### src/rtl/fp_pkg.sv
// Shared widths, constants and operand/result records for the FP adder front end.
// Every file in this block imports this package.
package fp_pkg;

    localparam int EXP_W     = 8;
    localparam int MAN_W     = 23;
    localparam int EXP_BIAS  = 127;
    localparam int EXP_MAX   = 255;
    localparam int ALIGN_SAT = 24;
    localparam int SHIFT_W   = $clog2(ALIGN_SAT + 1);

    // One operand after unpacking: effective exponent and mantissa with hidden bit.
    typedef struct packed {
        logic             sign;
        logic [EXP_W-1:0] exp;
        logic [MAN_W:0]   man;
        logic             special;
    } fp_op_t;

    typedef struct packed {
        logic [MAN_W:0]     big_man;
        logic [MAN_W:0]     small_man;
        logic [SHIFT_W-1:0] shift;
        logic [EXP_W-1:0]   exp_big;
        logic               sign_res;
        logic               eff_sub;
        logic               sticky;
        logic               special;
    } align_out_t;

    // OR of the mantissa bits that a right shift by sh pushes out; sh = 24 covers all bits.
    function automatic logic sticky_bits(input logic [MAN_W:0] man, input logic [SHIFT_W-1:0] sh);
        logic [MAN_W+1:0] mask;
        mask = ((MAN_W + 2)'(1) << sh) - (MAN_W + 2)'(1);
        return |(man & mask[MAN_W:0]);
    endfunction

endpackage

### src/rtl/fp_unpack.sv
// Combinational IEEE-754 single unpack: sign, effective exponent, hidden-bit mantissa.
// Denormals report exponent 1 so they align against normals without special casing.
module fp_unpack
    import fp_pkg::*;
(
    input  logic [EXP_W+MAN_W:0] op,
    output fp_op_t               u
);

    logic [EXP_W-1:0] exp_raw;
    logic             hidden;

    always_comb begin
        exp_raw   = op[MAN_W +: EXP_W];
        hidden    = |exp_raw;
        u.sign    = op[EXP_W+MAN_W];
        u.exp     = hidden ? exp_raw : EXP_W'(1);
        u.man     = {hidden, op[MAN_W-1:0]};
        u.special = (exp_raw == EXP_W'(EXP_MAX));
    end

endmodule

### src/rtl/fp_align_prep.sv
// Two-stage unpack / magnitude compare-swap in front of the alignment shifter.
// Stage 1 holds unpacked operands, stage 2 holds the ordered pair, shift and sticky.
module fp_align_prep #(
    parameter int EXP_W = fp_pkg::EXP_W,
    parameter int MAN_W = fp_pkg::MAN_W
) (
    input  logic                       clk,
    input  logic                       rst_n,
    input  logic                       in_valid,
    output logic                       in_ready,
    input  logic [EXP_W+MAN_W:0]       a,
    input  logic [EXP_W+MAN_W:0]       b,
    input  logic                       op_sub,
    output logic                       out_valid,
    input  logic                       out_ready,
    output logic [MAN_W:0]             big_man,
    output logic [MAN_W:0]             small_man,
    output logic [fp_pkg::SHIFT_W-1:0] shift,
    output logic [EXP_W-1:0]           exp_big,
    output logic                       sign_res,
    output logic                       eff_sub,
    output logic                       sticky,
    output logic                       special
);
    import fp_pkg::*;

    logic [EXP_W+MAN_W:0] op_in [2];
    fp_op_t               op_un [2];

    assign op_in[0] = a;
    assign op_in[1] = b;

    for (genvar gi = 0; gi < 2; gi++) begin : g_unpack
        fp_unpack u_unpack (
            .op (op_in[gi]),
            .u  (op_un[gi])
        );
    end

    logic       s1_valid_q, s1_valid_d;
    fp_op_t     s1_a_q, s1_a_d;
    fp_op_t     s1_b_q, s1_b_d;
    logic       s1_op_sub_q, s1_op_sub_d;
    logic       out_valid_q, out_valid_d;
    align_out_t out_q, out_d;
    logic       s1_advance;

    // Ready ripples back combinationally from out_ready; there is no skid buffer.
    assign s1_advance = !out_valid_q | out_ready;
    assign in_ready   = !s1_valid_q | s1_advance;

    always_comb begin
        s1_valid_d  = s1_valid_q;
        s1_a_d      = s1_a_q;
        s1_b_d      = s1_b_q;
        s1_op_sub_d = s1_op_sub_q;
        if (in_ready) begin
            s1_valid_d = in_valid;
            if (in_valid) begin
                s1_a_d      = op_un[0];
                s1_b_d      = op_un[1];
                s1_op_sub_d = op_sub;
            end
        end
    end

    logic                 swap;
    fp_op_t               big_op, small_op;
    logic [EXP_W-1:0]     diff;
    logic [SHIFT_W-1:0]   shift_c;

    always_comb begin
        // On equal magnitude A stays the big operand.
        swap     = {s1_b_q.exp, s1_b_q.man} > {s1_a_q.exp, s1_a_q.man};
        big_op   = swap ? s1_b_q : s1_a_q;
        small_op = swap ? s1_a_q : s1_b_q;
        diff     = big_op.exp - small_op.exp;
        shift_c  = (diff >= EXP_W'(ALIGN_SAT)) ? SHIFT_W'(ALIGN_SAT) : diff[SHIFT_W-1:0];

        out_valid_d = out_valid_q;
        out_d       = out_q;
        if (s1_advance) begin
            out_valid_d = s1_valid_q;
            if (s1_valid_q) begin
                out_d.big_man   = big_op.man;
                out_d.small_man = small_op.man;
                out_d.shift     = shift_c;
                out_d.exp_big   = big_op.exp;
                out_d.sign_res  = swap ? (s1_b_q.sign ^ s1_op_sub_q) : s1_a_q.sign;
                out_d.eff_sub   = s1_a_q.sign ^ s1_b_q.sign ^ s1_op_sub_q;
                out_d.sticky    = sticky_bits(small_op.man, shift_c);
                out_d.special   = s1_a_q.special | s1_b_q.special;
            end
        end
    end

    always_ff @(posedge clk or negedge rst_n) begin
        if (!rst_n) begin
            s1_valid_q  <= 1'b0;
            s1_a_q      <= '0;
            s1_b_q      <= '0;
            s1_op_sub_q <= 1'b0;
            out_valid_q <= 1'b0;
            out_q       <= '0;
        end else begin
            s1_valid_q  <= s1_valid_d;
            s1_a_q      <= s1_a_d;
            s1_b_q      <= s1_b_d;
            s1_op_sub_q <= s1_op_sub_d;
            out_valid_q <= out_valid_d;
            out_q       <= out_d;
        end
    end

    assign out_valid = out_valid_q;
    assign big_man   = out_q.big_man;
    assign small_man = out_q.small_man;
    assign shift     = out_q.shift;
    assign exp_big   = out_q.exp_big;
    assign sign_res  = out_q.sign_res;
    assign eff_sub   = out_q.eff_sub;
    assign sticky    = out_q.sticky;
    assign special   = out_q.special;

endmodule

### config.mk
export PLATFORM = sky130hd
export DESIGN_NAME = fp_align_prep
export DESIGN_NICKNAME = d
export VERILOG_FILES = /design/src/rtl/fp_pkg.sv /design/src/rtl/fp_unpack.sv /design/src/rtl/fp_align_prep.sv
export SDC_FILE = /design/constraint.sdc
export NUM_CORES = 1
export LEC_CHECK = 0
export ABC_AREA = 1
export BUFFER_PORTS_ARGS = -buffer_cell sky130_fd_sc_hd__clkbuf_2
export CAP_MARGIN = 15
export CORE_ASPECT_RATIO = 0.75
export CORE_MARGIN = 2
export CORE_UTILIZATION = 50
export CTS_BUF_LIST = sky130_fd_sc_hd__clkbuf_4
export DETAILED_ROUTE_END_ITERATION = 8
export PLACE_DENSITY = 0.72
export RECOVER_POWER = 25
export SLEW_MARGIN = 20
export SYNTH_ARGS = -nofsm -noshare
export SYNTH_HDL_FRONTEND = slang
export SYNTH_SLANG_ARGS = --single-unit
### constraint.sdc
create_clock -name clk -period 4.8 [get_ports clk]
set_input_delay 0.24 -clock clk [delete_from_list [all_inputs] [get_ports clk]]
set_output_delay 0.24 -clock clk [all_outputs]
set_load 0.1 [all_outputs]
==> flow_metrics.py <==
metrics = {
    "yosys": {
        "yosysUniqueCellTypes": 39,
        "synth_area_leaders": "dfrtp_1 (43%), nand2_1 (18%), o21ai_0 (8.5%)",
        "synth_top_cell_by_area": "dfrtp_1",
        "syn_area_sq_mm": 0.00793,
        "yosys.area.top_type_share": 0.429,
        "syn_nets": 1204,
        "ys_seq_elements": 136,
        "synth-seq-area-share": 0.429,
        "avgSynthCellArea_sq_um": 7.20,
        "netlist_instances": 1102,
        "yosysWarnings": 0,
    },
    "clock_network": {
        "clk_path_buf_depth": 2,
        "root_buffer": "clkbuf_4",
        "tritoncts": "done",
        "clk_pin_slew_ns": 0.14,
        "clock_latency_ns": 0.59,
        "h-tree-depth": 4,
        "cts.sinks": 136,
        "cts_buffers": 17,
    },
    "worst_setup_path": {
        "rrSetupSlack_ns": 0.27,
        "crit_type": "reg -> reg",
        "end_kind": "flip-flop",
        "rr_worst_depth": 33,
        "timing.rr.start": "s1_a_q[24]",
        "r2r_end": "sticky",
        "critPathSlowestCell": "dfrtp_1",
        "critical-path-max-stage-delay_ns": 0.38,
        "crit_fanout": 9,
        "required_ns": 5.28,
        "path_common_cell": "nand2_1",
        "cp.arrival_ns": 5.01,
        "startpoint_type": "flip-flop",
    },
    "detailed_routing": {
        "wirelength_um": 25600,
        "via_per_inst": 5.42,
        "vias": 8450,
        "dr.pass1.iters": 7,
        "avgRoutedWirePerCell_um": 16.4,
        "postRouteAntennaNets": 0,
        "drc": 0,
        "dr.first_iter.drc_count": 965,
    },
    "grt": {
        "grt_util_all_layers": 0.304,
        "gr-total-overflow": 0,
        "grt_pass1_vias": 7666,
        "antenna_found_initial": 0,
        "grt_pass1_wl_um": 40000,
        "grt_max_degree": 76,
    },
    "sta": {
        "setup_viol": 0,
        "max_freq_mhz": 221,
        "min_period_over_period": 0.944,
        "hold_viol": 0,
        "fin_skew_ns": 0.0317,
        "min_period_ns": 4.53,
        "worstMarginPinSlew_ns": 2.76,
        "whs_ns": 0.210,
        "fin_tns_setup_ns": 0,
        "slew_viol_final": 54,
        "max_slew_margin": -0.840,
    },
    "floorplanning": {
        "core_sq_mm": 0.0154,
        "dieArea_sq_mm": 0.0169,
        "io-pin-count": 136,
        "die_y_um": 113,
        "die_w_um": 149,
        "initial_core_util": 0.516,
        "rows": 39,
    },
    "placed_design": {
        "io_buffers": 135,
        "dp_hpwl_um": 17400,
        "place.gp.congestion": 1.02,
    },
    "worst_hold_path": {
        "min_path_type": "in -> reg",
        "holdPathStages": 4,
        "min_to": "s1_valid_q",
        "min_from": "in_valid",
    },
    "cells_and_area": {
        "fin_util": 0.667,
        "antennaDiodeCount": 0,
        "fillers": 1315,
        "areaGrowthSynthToFinish_pct": 29.3,
        "final_common_cell": "nand2_1",
        "final_nets": 1442,
        "layout-drive-gt1-share": 0.213,
        "mostFrequentLayoutCells": "nand2_1 (376), dfrtp_1 (135), clkbuf_2 (135)",
    },
    "outcome": {
        "status": "complete, but fails checks",
        "violations": "max-capacitance violations, max-slew violations",
    },
    "power_and_ir_drop": {
        "peakVddDrop_v": 0.000528,
        "power.leakage_nw": 5.47,
        "p_per_area_mw_per_mm2": 630,
        "power_w": 0.00646,
    },
    "job": {
        "maxCapViolCount": 1,
    },
}
## where the power goes
group	internal, W	switching (W)	total [W]
clock network	0.000264	0.000471	0.000735
registers	0.00147	0.000230	0.00169
logic	0.000848	0.00318	0.00403
## worst max path at each step
stage,from,end,slack (ns),cells after the start
floorplan,s1_a_q[27],sticky,0.80,34
global placement,s1_a_q[30],sticky,-0.03,31
detailed placement,s1_a_q[30],sticky,-0.14,31
CTS,s1_a_q[30],sticky,0.05,31
global route,s1_a_q[22],sticky,-0.03,35
finish,s1_a_q[24],sticky,0.27,33
## state kept, by name, indices dropped and copies added, names as in the netlist
signal,count
big_man,24
eff_sub,1
exp_big,8
out_valid,1
s1_a_q,34
s1_b_q,34
s1_op_sub_q,1
s1_valid_q,1
shift,5
sign_res,1
small_man,24
special,1
sticky,1
## logic make-up after synthesis
group	after synthesis	synth area share
xor+xnor	3	0.00426
simple gates	614	0.332
compound gates	172	0.113
buf+inv	144	0.0699
flops	136	0.429
fa+ha+maj	33	0.0521
## cell type report
type / instances / area (sq um) / area share
clock buffers: 18 / 135 / 0.0132
clock inverters: 14 / 121 / 0.0118
inverters: 102 / 385 / 0.0376
multi-input cells: 822 / 4150 / 0.404
flip-flops and latches: 136 / 3400 / 0.332
well taps: 205 / 256 / 0.0250
repair buffers: 261 / 1810 / 0.176
## layer usage
metal | wire (um) | vias up | global-route usage
met1 | 11800 | 3940 | 0.464
met3 | 2530 | 40 | 0.0778
met2 | 10800 | 425 | 0.431
li1 | - | 4045 | -
met5 | 0 | - | 0
met4 | 429 | 0 | 0.0749
## critical path, delay by kind of cell, from the launching register on
family / cells / cell delay, ns
AOI/OAI and AO/OA: 1 / 0.14
adders and majority gates: 1 / 0.34
buffers and inverters: 3 / 0.36
DFF: 1 / 0.38
and+or+nand+nor: 28 / 3.24
## through the flow
step	worst slack (ns)	std cells	instance area, sq um
floorplan	0.803	1102	7930
global placement	-0.0259	1445	9050
detailed placement	-0.137	1445	9050
CTS	0.0495	1547	10000
global route	-0.0320	1558	10300
finish	0.267	1558	10300
## synth_stat cells
cell type	instances
nor2_1	97
xor2_2	1
nor2_4	4
nor2_2	3
nor3_2	1
clkbuf_1	36
buf_1	3
dfrtp_1	136
nand4_1	32
o21ai_0	134
nand3_2	4
nand4_4	1
o21a_1	1
nand2_4	2
inv_4	1
xnor2_1	1
buf_4	3
nand3_1	67
a31oi_1	5
ha_1	33
o21bai_1	1
and2b_2	1
nand2_2	12
inv_1	94
a22o_1	1
o31ai_1	2
a21oi_1	22
or2_1	1
nor3b_1	1
a21o_1	1
nor4_1	3
nand2_1	380
o211ai_1	2
inv_2	7
o41ai_1	2
nand3b_1	2
o21ai_1	1
xor2_1	1
nor3_1	3
## what timing repair did
item	in CTS	in global routing
endpoints found under the setup margin	1	1
gates resized for setup	1	40
hold buffers	70	0
setup buffers	0	11
pin swaps	0	14
hold endpoints to repair	120	0
(Power assumes the default switching activity.)
